===== config.mk =====
export PLATFORM = sky130hd
export DESIGN_NAME = sfp_send_scheduler_flat
export DESIGN_NICKNAME = d
export VERILOG_FILES = /design/src/rtl/sfp_send_scheduler_if.sv /design/src/rtl/sfp_send_scheduler.sv /design/src/flat_wrapper.sv
export SDC_FILE = /design/constraint.sdc
export NUM_CORES = 1
export LEC_CHECK = 0
export BUFFER_PORTS_ARGS = -buffer_cell sky130_fd_sc_hd__buf_2
export CAP_MARGIN = 20
export CORE_ASPECT_RATIO = 0.7
export CORE_MARGIN = 4
export CORE_UTILIZATION = 30
export CTS_CLUSTER_SIZE = 25
export DETAILED_ROUTE_END_ITERATION = 8
export PLACE_DENSITY = 0.6
export RECOVER_POWER = 100
export SLEW_MARGIN = 10
export SYNTH_ARGS = -nofsm -noshare
export SYNTH_HDL_FRONTEND = slang
export SYNTH_SLANG_ARGS = --single-unit

===== constraint.sdc =====
create_clock -name clk_50 -period 4.2 [get_ports clk_50]
set_input_delay 0.63 -clock clk_50 [delete_from_list [all_inputs] [get_ports clk_50]]
set_output_delay 0.63 -clock clk_50 [all_outputs]
set_load 0.005 [all_outputs]

===== src/rtl/sfp_send_scheduler_if.sv =====
// rtl/sfp_send_scheduler_if.sv - send-packet command bundle between scheduler and both TSE send_packet blocks
interface sfp_send_scheduler_if #(
   parameter int ADDR_W = 25
);
   logic              cmd_send_1;
   logic              cmd_send_2;
   logic [ADDR_W-1:0] start_ram_addr_1;
   logic [ADDR_W-1:0] start_ram_addr_2;

   modport master (
      output cmd_send_1,
      output cmd_send_2,
      output start_ram_addr_1,
      output start_ram_addr_2
   );

   modport slave (
      input cmd_send_1,
      input cmd_send_2,
      input start_ram_addr_1,
      input start_ram_addr_2
   );
endinterface


===== src/rtl/sfp_send_scheduler.sv =====
// rtl/sfp_send_scheduler.sv - serialises periodic and echo send requests of two channels onto one send grant
module sfp_send_scheduler #(
   parameter logic [31:0] PERIOD_1 = 32'd100_000_000,
   parameter logic [31:0] PERIOD_2 = 32'd117_000_000,
   parameter int          CMD_LEN  = 4,
   parameter int          GAP      = 16,
   parameter int          ADDR_W   = 25
) (
   input  logic              clk_50,
   input  logic              rst_n,
   input  logic              mac_inited,
   input  logic              rx_ready,
   input  logic              periodic_en_1,
   input  logic              periodic_en_2,
   input  logic              echo_en_1,
   input  logic              echo_en_2,
   input  logic              data_saved_1,
   input  logic              data_saved_2,
   input  logic [ADDR_W-1:0] cfg_addr_1,
   input  logic [ADDR_W-1:0] cfg_addr_2,
   sfp_send_scheduler_if.master send,
   output logic              busy,
   output logic [15:0]       sent_cnt_1,
   output logic [15:0]       sent_cnt_2,
   output logic [7:0]        overrun_cnt
);

   localparam logic [31:0] TMR_LAST_1 = (PERIOD_1 != 32'd0) ? PERIOD_1 - 32'd1 : 32'd0;
   localparam logic [31:0] TMR_LAST_2 = (PERIOD_2 != 32'd0) ? PERIOD_2 - 32'd1 : 32'd0;
   localparam logic [15:0] CMD_LAST   = 16'(CMD_LEN - 1);
   localparam logic [15:0] GAP_LAST   = (GAP > 0) ? 16'(GAP - 1) : 16'd0;

   typedef enum logic [1:0] {
      ST_IDLE,
      ST_CMD,
      ST_GAP
   } state_t;

   state_t      state;
   logic [15:0] phase_cnt;
   logic [31:0] tmr_1;
   logic [31:0] tmr_2;
   logic        ds_q_1;
   logic        ds_q_2;
   logic        pend_1;
   logic        pend_2;
   logic        rr_ch2;
   logic        owner_2;

   logic        link_ok;
   logic        tmr_en_1;
   logic        tmr_en_2;
   logic        tmr_req_1;
   logic        tmr_req_2;
   logic        req_1;
   logic        req_2;
   logic        grant;
   logic        grant_2;
   logic        clr_1;
   logic        clr_2;
   logic        abort;
   logic        retry_1;
   logic        retry_2;
   logic        ovr_1;
   logic        ovr_2;
   logic [8:0]  ovr_sum;

   assign link_ok   = mac_inited & rx_ready;
   assign tmr_en_1  = link_ok & periodic_en_1 & (PERIOD_1 != 32'd0);
   assign tmr_en_2  = link_ok & periodic_en_2 & (PERIOD_2 != 32'd0);
   assign tmr_req_1 = tmr_en_1 & (tmr_1 == TMR_LAST_1);
   assign tmr_req_2 = tmr_en_2 & (tmr_2 == TMR_LAST_2);
   assign req_1     = tmr_req_1 | (data_saved_1 & ~ds_q_1 & echo_en_1 & link_ok);
   assign req_2     = tmr_req_2 | (data_saved_2 & ~ds_q_2 & echo_en_2 & link_ok);

   // rr_ch2 remembers the winner of the last contested grant; the other channel wins the next contest
   assign grant   = (state == ST_IDLE) & link_ok & (pend_1 | pend_2);
   assign grant_2 = pend_2 & (~pend_1 | ~rr_ch2);
   assign clr_1   = grant & ~grant_2;
   assign clr_2   = grant & grant_2;

   assign abort   = (state == ST_CMD) & ~link_ok;
   assign retry_1 = abort & ~owner_2;
   assign retry_2 = abort & owner_2;

   assign ovr_1   = req_1 & pend_1 & ~clr_1;
   assign ovr_2   = req_2 & pend_2 & ~clr_2;
   assign ovr_sum = {1'b0, overrun_cnt} + {8'd0, ovr_1} + {8'd0, ovr_2};

   assign busy    = (state != ST_IDLE);

   always_ff @(posedge clk_50) begin
      if (!rst_n) begin
         state                 <= ST_IDLE;
         phase_cnt             <= 16'd0;
         tmr_1                 <= 32'd0;
         tmr_2                 <= 32'd0;
         ds_q_1                <= 1'b0;
         ds_q_2                <= 1'b0;
         pend_1                <= 1'b0;
         pend_2                <= 1'b0;
         rr_ch2                <= 1'b1;
         owner_2               <= 1'b0;
         send.cmd_send_1       <= 1'b0;
         send.cmd_send_2       <= 1'b0;
         send.start_ram_addr_1 <= '0;
         send.start_ram_addr_2 <= '0;
         sent_cnt_1            <= 16'd0;
         sent_cnt_2            <= 16'd0;
         overrun_cnt           <= 8'd0;
      end else begin
         ds_q_1 <= data_saved_1;
         ds_q_2 <= data_saved_2;

         if (!tmr_en_1 || tmr_req_1) tmr_1 <= 32'd0;
         else                        tmr_1 <= tmr_1 + 32'd1;
         if (!tmr_en_2 || tmr_req_2) tmr_2 <= 32'd0;
         else                        tmr_2 <= tmr_2 + 32'd1;

         pend_1 <= (pend_1 & ~clr_1) | req_1 | retry_1;
         pend_2 <= (pend_2 & ~clr_2) | req_2 | retry_2;

         if (ovr_1 || ovr_2) overrun_cnt <= ovr_sum[8] ? 8'hFF : ovr_sum[7:0];

         case (state)
            ST_IDLE: begin
               if (grant) begin
                  state     <= ST_CMD;
                  phase_cnt <= 16'd0;
                  owner_2   <= grant_2;
                  if (pend_1 && pend_2) rr_ch2 <= grant_2;
                  if (grant_2) begin
                     send.cmd_send_2       <= 1'b1;
                     send.start_ram_addr_2 <= cfg_addr_2;
                  end else begin
                     send.cmd_send_1       <= 1'b1;
                     send.start_ram_addr_1 <= cfg_addr_1;
                  end
               end
            end
            ST_CMD: begin
               if (!link_ok) begin
                  send.cmd_send_1 <= 1'b0;
                  send.cmd_send_2 <= 1'b0;
                  state           <= ST_IDLE;
               end else if (phase_cnt == CMD_LAST) begin
                  send.cmd_send_1 <= 1'b0;
                  send.cmd_send_2 <= 1'b0;
                  if (owner_2) sent_cnt_2 <= sent_cnt_2 + 16'd1;
                  else         sent_cnt_1 <= sent_cnt_1 + 16'd1;
                  phase_cnt <= 16'd0;
                  state     <= (GAP == 0) ? ST_IDLE : ST_GAP;
               end else begin
                  phase_cnt <= phase_cnt + 16'd1;
               end
            end
            ST_GAP: begin
               if (phase_cnt == GAP_LAST) state <= ST_IDLE;
               else                       phase_cnt <= phase_cnt + 16'd1;
            end
            default: begin
               send.cmd_send_1 <= 1'b0;
               send.cmd_send_2 <= 1'b0;
               state           <= ST_IDLE;
            end
         endcase
      end
   end

endmodule


===== src/flat_wrapper.sv =====
// flat-port wrapper written by rule: the top's interface ports become plain ports
module sfp_send_scheduler_flat 
#(
   parameter logic [31:0] PERIOD_1 = 32'd100_000_000,
   parameter logic [31:0] PERIOD_2 = 32'd117_000_000,
   parameter int          CMD_LEN  = 4,
   parameter int          GAP      = 16,
   parameter int          ADDR_W   = 25
)
  (clk_50, rst_n, mac_inited, rx_ready, periodic_en_1, periodic_en_2, echo_en_1, echo_en_2, data_saved_1, data_saved_2, cfg_addr_1, cfg_addr_2, busy, sent_cnt_1, sent_cnt_2, overrun_cnt, send_cmd_send_1, send_cmd_send_2, send_start_ram_addr_1, send_start_ram_addr_2);
  sfp_send_scheduler_if #(.ADDR_W(ADDR_W)) send_i ();
  input  logic clk_50;
  input  logic rst_n;
  input  logic mac_inited;
  input  logic rx_ready;
  input  logic periodic_en_1;
  input  logic periodic_en_2;
  input  logic echo_en_1;
  input  logic echo_en_2;
  input  logic data_saved_1;
  input  logic data_saved_2;
  input  logic [ADDR_W-1:0] cfg_addr_1;
  input  logic [ADDR_W-1:0] cfg_addr_2;
  output logic busy;
  output logic [15:0] sent_cnt_1;
  output logic [15:0] sent_cnt_2;
  output logic [7:0] overrun_cnt;
  output wire logic [$bits(send_i.cmd_send_1)-1:0] send_cmd_send_1;
  output wire logic [$bits(send_i.cmd_send_2)-1:0] send_cmd_send_2;
  output wire logic [$bits(send_i.start_ram_addr_1)-1:0] send_start_ram_addr_1;
  output wire logic [$bits(send_i.start_ram_addr_2)-1:0] send_start_ram_addr_2;
  assign send_cmd_send_1 = send_i.cmd_send_1;
  assign send_cmd_send_2 = send_i.cmd_send_2;
  assign send_start_ram_addr_1 = send_i.start_ram_addr_1;
  assign send_start_ram_addr_2 = send_i.start_ram_addr_2;
  sfp_send_scheduler #(.PERIOD_1(PERIOD_1), .PERIOD_2(PERIOD_2), .CMD_LEN(CMD_LEN), .GAP(GAP), .ADDR_W(ADDR_W)) u_core (.clk_50(clk_50), .rst_n(rst_n), .mac_inited(mac_inited), .rx_ready(rx_ready), .periodic_en_1(periodic_en_1), .periodic_en_2(periodic_en_2), .echo_en_1(echo_en_1), .echo_en_2(echo_en_2), .data_saved_1(data_saved_1), .data_saved_2(data_saved_2), .cfg_addr_1(cfg_addr_1), .cfg_addr_2(cfg_addr_2), .send(send_i), .busy(busy), .sent_cnt_1(sent_cnt_1), .sent_cnt_2(sent_cnt_2), .overrun_cnt(overrun_cnt));
endmodule

==> run_results.csv <==
group,metric,value,unit
run_status,outcome,"finished, violations left",
run_status,violations,"capacitance limit, slew limit",
cts,clock-sinks,180,
global_route,grt_pass1_wl,31.9,mm
finish,nFillCells,2678,
global_route,grt_pass1_vias,6195,
synthesis,synth_edf_count,0,
sta,finalHoldViolCount,0,
finish,ff_latch_area,3600,µm²
synthesis,ys_seq_area_share,46.0,%
synthesis,synth_fp_nets,1001,
detailed_routing,drt-total-wl,19.6,mm
sta,relSlewSlack,-20.2,%
sta,tns,0,ns
placement,pre_cts_ws,0.664,ns
finish,layout-drive-gt1-share,11.3,%
placement,place_hpwl,14.1,mm
cts,ctsHoldBuffers,0,
global_route,grt_start_max_net_pins,57,
sta,period_needed,3.67,ns
cts,cts_max_path_buffers,2,
floorplanning,die_x,201,µm
critical_path,critPathLaunchType,"flop",
sta,final.setup_skew,0.0165,ns
cts,clk_pin_slew,0.08,ns
sta,setup_viol,0,
synthesis,synthCells,931,
finish,multi_input_area,3930,µm²
finish,fin_cells,1417,
synthesis,avgSynthCellArea,8.41,µm²
pwr,p_leak,3.23,nW
placement,gp_congestion,0.785,
floorplanning,std_cell_rows,49,
cts,clock_latency,0.44,ns
critical_path,critPathKind,"flop to flop",
sta,whs,0.398,ns
detailed_routing,drc,0,
cts,cts_setup_buffers,0,
critical_path,cp_data_arrival_time,3.99,ns
detailed_routing,first_iter_violations,429,
placement,port_buffers,152,
sta,fin_ws,0.529,ns
placement,post_dp_cell_area,8920,µm²
global_route,grt_use_total,13.4,%
sta,maxSlewViolCount,89,
cts,post_cts_resized,0,
floorplanning,io_pins,153,
critical_path,end_kind,"flop",
pwr,p_clk_share,47.1,%
finish,stdcell_area,9350,µm²
pwr,p_total,3.41,mW
sta,fmaxAchievable,272,MHz
job,drv_cap,2,
synthesis,synth_warnings,0,
global_route,antenna_found_initial,1,
detailed_routing,vias,6727,
finish,fin_util,36.4,%
sta,rsz0062_at_grt,"no",
global_route,grt_overflow,0,
synthesis,ys.flop_type,"dfxtp_1",
placement,dp_cells,1384,
pwr,switching_share,24.1,%
finish,final_cell_mix,"dfxtp_1 (180), nand2_1 (153), nor2_1 (125)",
floorplanning,die-height,143,µm
pwr,intPower,2.59,mW
floorplanning,initial_core_util,30.5,%
detailed_routing,ant_nets,0,
floorplanning,core_area,25700,µm²
pwr,vdd_ir_drop_max,0.305,mV
floorplanning,die_area,28800,µm²
cts,htree_levels,4,
critical_path,cp.required,4.52,ns
synthesis,ys_types,54,
finish,syn_to_final_growth,19.5,%
synthesis,synthTopCellsByArea,"dfxtp_1 (46%), nand2_1 (7.3%), xor2_1 (6.0%), nor2_1 (6.0%), xnor2_1 (4.8%)",
sta,worst_slew_pin_slew,1.80,ns
hold_path,hold_class,"primary input to flop",
synthesis,synth.top_cell.area_share,46.0,%
pwr,seqPwrFrac,50.3,%
synthesis,syn_area,7830,µm²
sta,post-route-period-util,87.4,%
pwr,powerDensity,365,nW/µm²
finish,finalNetCount,1142,
cts,cts-root-buf,"clkbuf_16",
cts,cts_tree,"built",
detailed_routing,via_per_inst,4.75,
detailed_routing,drt-wirelength-per-cell,13.9,µm
synthesis,async_flop_share,0,%
pwr,power.switching,0.822,mW
detailed_routing,first_pass_iters,5,
critical_path,worstPathMaxFanout,9,
finish,final_common_cell,"dfxtp_1",
pwr,pwr-share-comb,2.6,%
cts,cts_made_buffers,17,
synthesis,yosys.area.top_type,"dfxtp_1",
synthesis,ys_seq_elements,180,
[cell type report]
cell class              count  share of cell area (%)
diodes                      1                  0.0268
well taps                 331                    4.43
repair buffers            158                    7.48
flip-flops and latches    180                    38.5
inverters                  32                    1.28
clock inverters            15                    1.70
multi-input cells         683                    42.0
clock buffers              17                    4.55
[per-layer routing]
layer  vias to the layer above  GRT usage, %  routed length, µm
met3                        10          3.45                811
met4                         0          3.69                155
met1                      3159          19.4              10200
met5                         -             0                  0
met2                       114          20.0               8440
li1                       3444             -                  -
[flip-flops by register name, indices dropped and copies added, names as in the netlist]
| register | cells |
|---|---|
| u_core.tmr_1 | 32 |
| u_core.tmr_2 | 32 |
| u_core.send.start_ram_addr_1 | 25 |
| u_core.send.start_ram_addr_2 | 25 |
| u_core.phase_cnt | 16 |
| u_core.sent_cnt_1 | 16 |
| u_core.sent_cnt_2 | 16 |
| u_core.overrun_cnt | 8 |
| u_core.state | 2 |
| u_core.ds_q_1 | 1 |
| u_core.ds_q_2 | 1 |
| u_core.owner_2 | 1 |
| u_core.pend_1 | 1 |
| u_core.pend_2 | 1 |
| u_core.rr_ch2 | 1 |
| u_core.send.cmd_send_1 | 1 |
| u_core.send.cmd_send_2 | 1 |
[logic make-up (layout without fill, tap and decap cells)]
kind of cell    count (synthesis)  after routing  share of synthesized area, %
other cells                     0              1                             0
simple gates                  462            462                          29.1
buf+inv                        68            222                          3.37
xor+xnor                       97             97                          10.9
mux                             3              3                         0.384
fa+ha+maj                      10             10                          1.69
compound gates                111            111                          8.60
flops                         180            180                          46.0
[synthesized netlist by cell type (9+ instances only)]
master    count
nand3_1      47
and3_1       30
and2_1       12
nand4_1      27
nor3_1       14
ha_1          9
xnor2_1      43
inv_1        29
o21ai_0       9
nand2_1     153
nor2_1      125
dfxtp_1     180
and4_1       14
or3_1         9
a21oi_1      69
xor2_1       54
clkbuf_1     32
[power groups by stage]
stage	Combinational (mW)	Clock, mW	Sequential [mW]
2_1_floorplan	0.0419	0	1.76
3_3_place_gp	0.0906	0	1.76
3_5_place_dp	0.0911	0	1.76
4_1_cts	0.0916	1.67	1.72
5_1_grt	0.0981	1.75	1.72
6_report	0.0873	1.61	1.72
[worst max-delay path, stage by stage (launching register included)]
cell and delay (ns):
dfxtp_1 0.35, or4b_2 0.69, nor4_1 0.27, and4_1 0.30, o211a_2 0.26, inv_2 0.11, fa_1 0.39, inv_1 0.10
ha_1 0.18, nand3_1 0.15, nor2_1 0.21, nand2_1 0.18, nand4_1 0.14, a21oi_1 0.05, a211oi_1 0.20
[final timing paths]
path	from	end	slack [ns]	cells after the start
max	u_core.tmr_2[6]	u_core.overrun_cnt[7]	0.53	14
max reg2reg	u_core.tmr_2[6]	u_core.overrun_cnt[7]	0.53	14
min reg2reg	u_core.tmr_1[0]	u_core.tmr_1[0]	0.45	1
min	data_saved_1	u_core.ds_q_1	0.40	2
Power figures use the tool's default switching activity.
